<file path="src/rtl/tinyalu_core.sv">
`default_nettype none
// ============================================================================
// Module   : tinyalu_core
// Brief    : TinyALU start/done responder: add/and/xor in one cycle,
//            unsigned 8x8 multiply through a MUL_LATENCY-deep pipeline.
// Revision : 1.0 - initial release
// ============================================================================
module tinyalu_core #(
    parameter int MUL_LATENCY = 3
) (
    input  logic        clk,
    input  logic        reset,
    input  logic [7:0]  A,
    input  logic [7:0]  B,
    input  logic [2:0]  op,
    input  logic        start,
    output logic        done,
    output logic [15:0] result,
    output logic        illegal_op
);

    localparam logic [2:0] OP_NOP = 3'd0;
    localparam logic [2:0] OP_ADD = 3'd1;
    localparam logic [2:0] OP_AND = 3'd2;
    localparam logic [2:0] OP_XOR = 3'd3;
    localparam logic [2:0] OP_MUL = 3'd4;

    typedef enum logic [1:0] {
        ST_IDLE     = 2'd0,
        ST_BUSY     = 2'd1,
        ST_WAIT_LOW = 2'd2
    } state_t;

    state_t      state_q, state_d;
    logic [7:0]  a_q, a_d;
    logic [7:0]  b_q, b_d;
    logic [2:0]  op_q, op_d;
    logic [15:0] result_q, result_d;
    logic        done_q, done_d;
    logic        illegal_q, illegal_d;

    logic [15:0]            mul_prod_q [MUL_LATENCY];
    logic [15:0]            mul_prod_d [MUL_LATENCY];
    logic [MUL_LATENCY-1:0] mul_vld_q, mul_vld_d;

    logic [15:0] alu_res;
    logic [15:0] mul_in;

    // Product of the operands presented at acceptance feeds pipeline stage 0.
    assign mul_in = {8'h00, A} * {8'h00, B};

    always_comb begin
        alu_res = 16'h0000;
        case (op_q)
            OP_ADD:  alu_res = {7'b0, {1'b0, a_q} + {1'b0, b_q}};
            OP_AND:  alu_res = {8'h00, a_q & b_q};
            OP_XOR:  alu_res = {8'h00, a_q ^ b_q};
            default: alu_res = 16'h0000;
        endcase
    end

    always_comb begin
        state_d   = state_q;
        a_d       = a_q;
        b_d       = b_q;
        op_d      = op_q;
        result_d  = result_q;
        done_d    = 1'b0;
        illegal_d = 1'b0;

        mul_prod_d[0] = mul_prod_q[0];
        mul_vld_d     = '0;
        for (int i = 1; i < MUL_LATENCY; i++) begin
            mul_prod_d[i] = mul_prod_q[i-1];
            mul_vld_d[i]  = mul_vld_q[i-1];
        end

        case (state_q)
            ST_IDLE: begin
                if (start) begin
                    case (op)
                        OP_NOP: ;
                        OP_ADD, OP_AND, OP_XOR: begin
                            a_d     = A;
                            b_d     = B;
                            op_d    = op;
                            state_d = ST_BUSY;
                        end
                        OP_MUL: begin
                            a_d           = A;
                            b_d           = B;
                            op_d          = op;
                            mul_prod_d[0] = mul_in;
                            mul_vld_d[0]  = 1'b1;
                            state_d       = ST_BUSY;
                        end
                        default: begin
                            illegal_d = 1'b1;
                            state_d   = ST_WAIT_LOW;
                        end
                    endcase
                end
            end
            ST_BUSY: begin
                if (op_q == OP_MUL) begin
                    if (mul_vld_q[MUL_LATENCY-1]) begin
                        result_d = mul_prod_q[MUL_LATENCY-1];
                        done_d   = 1'b1;
                        state_d  = ST_WAIT_LOW;
                    end
                end else begin
                    result_d = alu_res;
                    done_d   = 1'b1;
                    state_d  = ST_WAIT_LOW;
                end
            end
            ST_WAIT_LOW: begin
                // A start still held from the completed command must not re-trigger it.
                if (!start) begin
                    state_d = ST_IDLE;
                end
            end
            default: state_d = ST_IDLE;
        endcase
    end

    always_ff @(posedge clk or posedge reset) begin
        if (reset) begin
            state_q   <= ST_IDLE;
            a_q       <= 8'h00;
            b_q       <= 8'h00;
            op_q      <= OP_NOP;
            result_q  <= 16'h0000;
            done_q    <= 1'b0;
            illegal_q <= 1'b0;
            mul_vld_q <= '0;
            for (int i = 0; i < MUL_LATENCY; i++) begin
                mul_prod_q[i] <= 16'h0000;
            end
        end else begin
            state_q   <= state_d;
            a_q       <= a_d;
            b_q       <= b_d;
            op_q      <= op_d;
            result_q  <= result_d;
            done_q    <= done_d;
            illegal_q <= illegal_d;
            mul_vld_q <= mul_vld_d;
            for (int i = 0; i < MUL_LATENCY; i++) begin
                mul_prod_q[i] <= mul_prod_d[i];
            end
        end
    end

    assign done       = done_q;
    assign result     = result_q;
    assign illegal_op = illegal_q;

endmodule
`default_nettype wire

</file>
<file path="config.mk">
export PLATFORM = sky130hd
export DESIGN_NAME = tinyalu_core
export DESIGN_NICKNAME = d
export VERILOG_FILES = /design/src/rtl/tinyalu_core.sv
export SDC_FILE = /design/constraint.sdc
export NUM_CORES = 1
export LEC_CHECK = 0
export CAP_MARGIN = 20
export CORE_ASPECT_RATIO = 0.75
export CORE_MARGIN = 2
export CORE_UTILIZATION = 49
export DETAILED_ROUTE_END_ITERATION = 12
export PLACE_DENSITY = 0.68
export SLEW_MARGIN = 20
export SYNTH_ARGS = -nofsm -noshare
export SYNTH_HDL_FRONTEND = slang
export SYNTH_SLANG_ARGS = --single-unit
</file>
<file path="constraint.sdc">
create_clock -name clk -period 3.6 [get_ports clk]
set_input_delay 0.36 -clock clk [delete_from_list [all_inputs] [get_ports clk]]
set_output_delay 0.36 -clock clk [all_outputs]
set_load 0.02 [all_outputs]
</file>
Yosys cells after proc, flatten, opt, wreduce, memory -nomap -nowiden
Cells that the tools add are included.

word-level totals
  register bits = 90
  word-level logic and storage cells = 56

cells by class
  add/sub/neg operators = 1
  multiply operators = 1
  equal/unequal tests = 15
  muxes and demuxes = 18
  bitwise logic cells = 2
  reduce and logical (&&, ||, !) cells = 8

operators with widths
  cell                  number
  $mux W16              2
  $pmux W9 S3           1
  $mul A8 B8 Y16        1
  $eq A3 B2 Y1 const B  4
  $add A8 B8 Y9         1
  $mux W1               9
  $and A8 B8 Y8         1
  $mux W2               4
  $ne A2 B2 Y1 const B  4
  $xor A8 B8 Y8         1
  $eq A3 B1 Y1 const B  2
  $eq A3 B3 Y1 const B  2
  $pmux W2 S3           1
  $reduce_and A3 Y1     2
  $reduce_or A5 Y1      1
  $pmux W2 S2           1
  $reduce_and A4 Y1     1
  $reduce_or A4 Y1      1
  $logic_not A3 Y1      1
  $ne A3 B3 Y1 const B  1
  $eq A2 B1 Y1 const B  1
  $eq A2 B2 Y1 const B  1
  $logic_not A2 Y1      1
  $reduce_and A2 Y1     1

Logic depth before layout (Yosys ltp)
Gate-level depths: netlist of the first run.

  depth after elaboration = 5
  gate-level depth with buffers = 15
  mapped depth without buffers = 15

Worst setup path after synthesis of the first run
No wires, ideal clock.

  path kind = input to register
  from = in A[1]
  to = reg mul_prod_q, in the netlist mul_prod_d[31]
  data arrival time = 4.126 ns
  path slack = -0.595 ns
  stages on the path = 13
  buffers on the path = 0
  cell sequence = and2_1 > fa_1 > fa_1 > fa_1 > inv_1 > fa_1 > inv_1 > ha_1 > or2_0 > a211oi_2 > a21oi_1 > or4_1 > nand3_1

on the way
  word-level cells in the longest chain between the ends = 1

ends and longest elaborated chain
  what                             RTL line  source
  from (decl)                      13        input logic [7:0] A,
  $mul A8 B8 Y16                   50        assign mul_in = {8'h00, A} * {8'h00, B};
  to (signal, indexed assignment)  150       mul_prod_q[i] <= mul_prod_d[i];
  to (decl)                        42        logic [15:0] mul_prod_q [MUL_LATENCY];

No other way between the ends.
A chain may end at the register's enable or synchronous reset.

Final worst setup path of the first run
  from = in B[5]
  to = reg mul_prod_q, in the netlist mul_prod_d[31]

on the way
  word-level cells in the longest chain between the ends = 1

ends and longest elaborated chain
  what            RTL line  source
  from (decl)     14        input logic [7:0] B,
  $mul A8 B8 Y16  50

No other way between the ends.

==> metrics.txt, run 1 <==
status finished, violations left; failing checks setup timing; largest family of logic cells by synthesized area adder cells; Most used DFF post-synth dfrtp_1; Synth Register Bits 90; fraction of registers with async set/reset 100.0%; CP Launch Type input pin; global route overflow 0; Pre-antenna DRT Iters 4; count of different cell masters after synthesis 49; Die Y 96.47 um; Core Area 11,020 um^2; Place WS -1.207 ns; Internal roughly 3300 uW; CP cell instances buf_12 > and2_4 > fa_1 > fa_1 > fa_1 > inv_1 > fa_1 > inv_2 > ha_4 > or2_4 > a211oi_4 > a21oi_2 > or4_1 > nand3_1; fin crit share 107.1%; worst-margin pin slew between 0.9 and 1 ns; commonest cells after routing, fill and taps aside dfrtp_1 (90), buf_4 (67), nand2_1 (64), inv_1 (41); dpl hpwl 9404 um; R2R Path End result[7]; sequential power share 30.1%; WL final roughly 13,000 um; vias in the first global route ~4,200; CP max stage cell fa_1; Crit path max-delay family adder cells; most used cell along the critical path fa_1; Max IR drop VDD around 0.34 mV; GRT Util Overall 21.98%; clk sinks 90; Clock Tree Root clkbuf_16; RSZ-0062 raised after global routing yes; max cap viols 0; largest net degree at the start of global routing 47; GPL Wtd Cong 0.8908; post-synthesis mux area share 4.166%; most common cell after layout, fill and taps aside dfrtp_1; Crit Path Max Fanout 5; sequential fraction of the synthesis area 40.31%; critical path type in2reg; first-pass GRT wire length 21,000 um; cell count after placement 757; CTS tree yes; Initial Util 50.68%; internal reg-to-reg setup slack 1.30 ns; leak pwr 0.003465 uW; clock tree buffer depth 2; Critical Path AT 4.13 ns; fin util 66.00%; DRC Markers 0; crit-path max cell delay 0.57 ns; YS warnings 0; post-place instance area 6645 um^2; IO Port Bufs 39; die width 127.3 um; via count roughly 4,100; io pins 40; Mapped Area approximately 5600 um^2; Pwr Density ~730 nW/um^2; GR Layer Usage met1 31.87%; Slew HR a little under two fifths; number of flops mapped to enable cells by yosys 0; Compound-Gate Fraction of Synth Area 10.35%; Clk Latency, worst-skew pair 0.34 ns; syn nets 636; post-route cell area 7276 um^2; DR WL/cell 16.16 um; Rows 33; type of the worst min-delay path reg2reg; Area Growth Syn to Fin 30.24%; Diodes inserted 0; Worst Hold Path EP mul_prod_q[1]; layout cells sized above 1 27.01%; fin nets approximately 750; Logic pwr share a little over half; Final Non-Filler Cells 788; switch share 37.17%; Die ar. around 12,000 um^2; worst r2r path cells 6; initial antenna violation count 0; reg-to-reg startpoint op_q[1]; Syn Inst Count ~530; Final Setup Violations 5; grt met3 use 4.515%; post-route minimum period just under 4 ns; Routed Antenna Nets 0; worst path buffer plus inverter count 3; Hold Path Cell Cnt 0; syn avg cell area 10.48 um^2; GR Layer Usage met2 around a third; busiest grt layer met2; Worst Setup End Kind flip-flop; CTS clk-pin slew, worst paths approximately 0.060 ns; setup ws final -0.2539 ns; DR iter-0 viols 225; Final Hold Fails 0; worst hold start mul_prod_d[1]; XOR/XNOR Fraction of Synth Area ~2.2%; Vias/cell 5.239; TritonCTS Buffers 9; Post-Synth Simple-Gate Area 15.52%; Slew Viols, Final 0; Sw Pwr a little under 2000 uW; Clk pwr share 17.3%; hold buffers post-CTS 0; H-Tree Level Count 3; max frequency 259.5 MHz; Worst Clk Skew between 0.007 and 0.008 ns; WP data required 3.87 ns; post-synthesis adder-cell area fraction 23.11%
[registers in the layout (all words and copies together), names as in the netlist]
name and cells:
a_q 8, b_q 8, done 1, illegal_op 1, mul_prod_d 32, mul_prod_q 16, mul_vld_q 3, op_q 3
result 16, state_q 2
[through the flow]
step / TNS (ns) / hold slack, ns / total power, uW
after floorplan: -1.117 / 0.3312 / 3147
after global placement: -10.09 / 0.3326 / 3910
after detailed placement: -10.31 / 0.3347 / 3951
after CTS: -0.8166 / 0.3455 / 5137
after global routing: -1.128 / 0.3531 / 5685
final: -0.5517 / 0.3417 / 5299
[layout make-up]
| cell class | instances | area (um^2) |
|---|---|---|
| clock buffer | 13 | 250.2 |
| clock inverter | 2 | 37.54 |
| fill | 853 | 3749 |
| inverter | 50 | 188.9 |
| multi-input combinational | 381 | 3373 |
| sequential | 90 | 2252 |
| tap | 140 | 175.2 |
| timing repair buffer | 112 | 998.5 |
[Yosys cell counts (13+ instances only)]
cell	instances	area [um^2]
ha_1	44	550.5
o21ai_0	31	155.2
nand2_1	70	262.8
fa_1	37	740.7
nor2_1	17	63.81
and2_1	54	337.8
mux2_2	18	202.7
dfrtp_1	90	2252
a21oi_1	13	65.06
inv_1	49	183.9
[per-layer routing]
| metal | routed length (um) | vias up |
|---|---|---|
| met4 | 109 | 0 |
| met3 | 391 | 9 |
| met2 | 6081 | 53 |
| met1 | 6149 | 2078 |
| li1 | - | 1988 |
| met5 | 0 | - |
[worst max-delay path by stage]
stage | from | cells past startpoint | to | slack (ns)
global route | B[5] | 14 | mul_prod_d[31] | -0.35
detailed placement | A[3] | 14 | mul_prod_d[31] | -1.21
finish | B[5] | 14 | mul_prod_d[31] | -0.25
global placement | A[3] | 14 | mul_prod_d[31] | -1.21
floorplan | A[3] | 13 | mul_prod_d[31] | -0.31
CTS | A[2] | 15 | mul_prod_d[31] | -0.25
[kinds of logic after synthesis]
logic type,count (synthesis)
AOI/OAI and AO/OA,90
xor gates and xnor gates,14
buffers and inverters,62
and+or+nand+nor,175
adders and majority gates,81
DFF,90
muxes,21
[power groups by stage]
stage | combinational (uW) | sequential, uW | clock (uW)
floorplan | 1550 | 1590 | 0
finish | 2780 | 1600 | 918
global placement | 2310 | 1600 | 0
global route | 3070 | 1640 | 977
CTS | 2600 | 1600 | 933
detailed placement | 2340 | 1610 | 0
[repair_timing]
item                       4_1_cts  5_1_grt
gates resized for setup        115       34
pin swaps                       50       22
buffers inserted                 9       11
setup endpoints to repair       11        8
No activity file was read; power rests on OpenSTA's default activity.
==> run 2, diff against run 1 <==
--- a/config.mk
+++ b/config.mk
@@ -9,6 +9,7 @@
 export CORE_ASPECT_RATIO = 0.75
 export CORE_MARGIN = 2
 export CORE_UTILIZATION = 49
+export CTS_BUF_LIST = sky130_fd_sc_hd__clkbuf_4 sky130_fd_sc_hd__clkbuf_8
 export DETAILED_ROUTE_END_ITERATION = 12
 export PLACE_DENSITY = 0.68
 export SLEW_MARGIN = 20
==> run 2 against run 1 <==
Net effect:
- the run still ends with setup timing left
- routed wire length decreased by 4.1%
- clock skew grew 0.00064 ns
- sequential cell count unchanged
- die area stayed put
- sequential power about the same
- register-to-register slack barely moved
- worst setup slack improved by 0.021 ns
- critical path depth is the same
- core utilization shrank 1.7 points
==> metrics.txt, run 2 (synthesis gave the netlist of run 1 again) <==
status finished, violations left; failing checks setup timing; Initial Util 50.68% (unchanged); GRT Util Overall 21.83% (-0.15 points); Die Y 96.47 um (unchanged); Core Area 11,020 um^2 (unchanged); die width 127.3 um (unchanged); max FFs per register 32 (unchanged); Slew HR 42.00% (+4.5 points); layout cells sized above 1 26.13% (-0.87 points); CTS tree yes; RSZ-0062 raised after global routing yes; Final Non-Filler Cells 779 (-1.1%); via count 4,061 (-1.6%); DR WL/cell 15.67 um (-3.0%); vias in the first global route 4,200 (+0.62%); Critical Path AT 4.13 ns (about the same); IO Port Bufs 39 (unchanged); post-route minimum period 3.833 ns (-0.02075 ns); Hold Path Cell Cnt 0 (unchanged); DRC Markers 0 (unchanged); Area Growth Syn to Fin 26.81%; worst-margin pin slew 0.8679 ns (-0.06709 ns); clock tree buffer depth 2 (unchanged); critical path type in2reg; Pwr Density 701.6 nW/um^2 (-3.7%); type of the worst min-delay path reg2reg; CTS clk-pin slew, worst paths 0.08 ns (+0.02 ns); Place WS -1.207 ns (unchanged); fin nets 738 (-1.2%); Rows 33 (unchanged); global route overflow 0 (unchanged); Max IR drop VDD 0.3502 mV (+3.9%); fin crit share 106.5% (-0.58 points); CP Launch Type input pin; Worst Setup End Kind flip-flop; clk sinks 90 (unchanged); Slew Viols, Final 0 (unchanged); max cap viols 0 (unchanged); reg-to-reg startpoint op_q[1]; post-route setup TNS -0.4215 ns (+0.1302 ns); R2R Path End result[7]; Worst Clk Skew 0.008018 ns (+0.0006399 ns); max frequency 260.9 MHz (+0.54%); WHS 0.3477 ns (+0.005995 ns); H-Tree Level Count 3 (unchanged); setup ws final -0.2331 ns (+0.02075 ns); leak pwr 0.003378 uW (-2.5%); initial antenna violation count 0 (unchanged); DR iter-0 viols 213 (-5.3%); TritonCTS Buffers 9 (unchanged); dpl hpwl 9404 um (unchanged); worst hold start mul_prod_d[1]; Routed Antenna Nets 0 (unchanged); Die ar. 12,280 um^2 (unchanged); cell count after placement 757 (unchanged); Clock Tree Root clkbuf_8; internal reg-to-reg setup slack 1.30 ns (about the same); Diodes inserted 0 (unchanged); Worst Hold Path EP mul_prod_q[1]; Vias/cell 5.213 (-0.49%); WL final 12,210 um (-4.1%); Filler Cells Inserted 855 (+0.23%); largest net degree at the start of global routing 47 (unchanged); commonest cells after routing, fill and taps aside dfrtp_1 (90), nand2_1 (65), buf_4 (61), inv_1 (40), and2_1 (40); Pre-antenna DRT Iters 6 (+2); WP data required 3.89 ns (+0.02 ns); io pins 40 (unchanged); GPL Wtd Cong 0.8908 (unchanged); Final Hold Fails 0 (unchanged); Clk Latency, worst-skew pair 0.35 ns (about the same); worst r2r path cells 6 (unchanged); total power 4971 uW (-6.2%); Final Setup Violations 3 (-2); worst setup path start A[3]; most common cell after layout, fill and taps aside dfrtp_1; first-pass GRT wire length 20,910 um (-0.40%); Crit Path Max Fanout 8 (+3)
[run 2: changes by cell type in the layout (fill, tap and decap cells not counted), sizes merged]
cell	previous run	this run
dlygate4sd2	3	2
clkbuf	13	14
buf	86	76
clkdlybuf4s15	0	1
[run 2: power breakdown]
part           internal (uW)  switching (uW)
clock network            360             331
registers               1380             208
logic                   1340            1350
[run 2: worst max path at each step]
stage                           to  cells after the start
floorplan           mul_prod_d[31]                     13
global placement    mul_prod_d[31]                     14
detailed placement  mul_prod_d[31]                     14
CTS                 mul_prod_d[31]                     15
global route        mul_prod_d[31]                     14
finish              mul_prod_d[31]                     14
[run 2: what timing repair did]
action	in CTS	in global routing
setup endpoints to repair	11	8
hold buffers	0	0
setup buffers	7	3
gates resized for setup	111	32
gates cloned	0	0
pin swaps	51	24
[run 2: per-layer routing]
layer,track usage [%],wire length (um),part of all wire [%],vias up
met5,0,0,0,-
met4,4.212,129,1.1,0
met3,5.176,489,4.0,11
met2,33.87,5636,46,61
met1,31.77,5951,49,2009
li1,-,-,-,1980
[run 2: final cells by class]
type	instances	area (um^2)	share of cell area [%]
Clock buffer	13	160.2	2.261
Clock inverter	2	37.54	0.5298
Inverter	50	188.9	2.667
Multi-Input combinational cell	381	3356	47.37
Sequential cell	90	2252	31.79
Tap cell	140	175.2	2.473
Timing Repair Buffer	103	914.6	12.91
[run 2: through the flow]
| stage | instance area [um^2] | util (%) |
|---|---|---|
| 6_report | 7084 | 64.26 |
| 5_1_grt | 7084 | 64.26 |
| 4_1_cts | 7007 | 63.56 |
| 3_5_place_dp | 6645 | 60.28 |
| 3_3_place_gp | 6645 | 60.28 |
| 2_1_floorplan | 5677 | - |
[run 2: worst max-delay path: stages]
cell and delay, ns:
buf_12 0.12, and2_4 0.14, fa_1 0.57, fa_1 0.45, fa_1 0.50, inv_1 0.05
fa_1 0.49, inv_2 0.05, ha_4 0.20, or2_4 0.23, a211oi_4 0.27, a21oi_2 0.07
or4_1 0.53, nand3_1 0.09
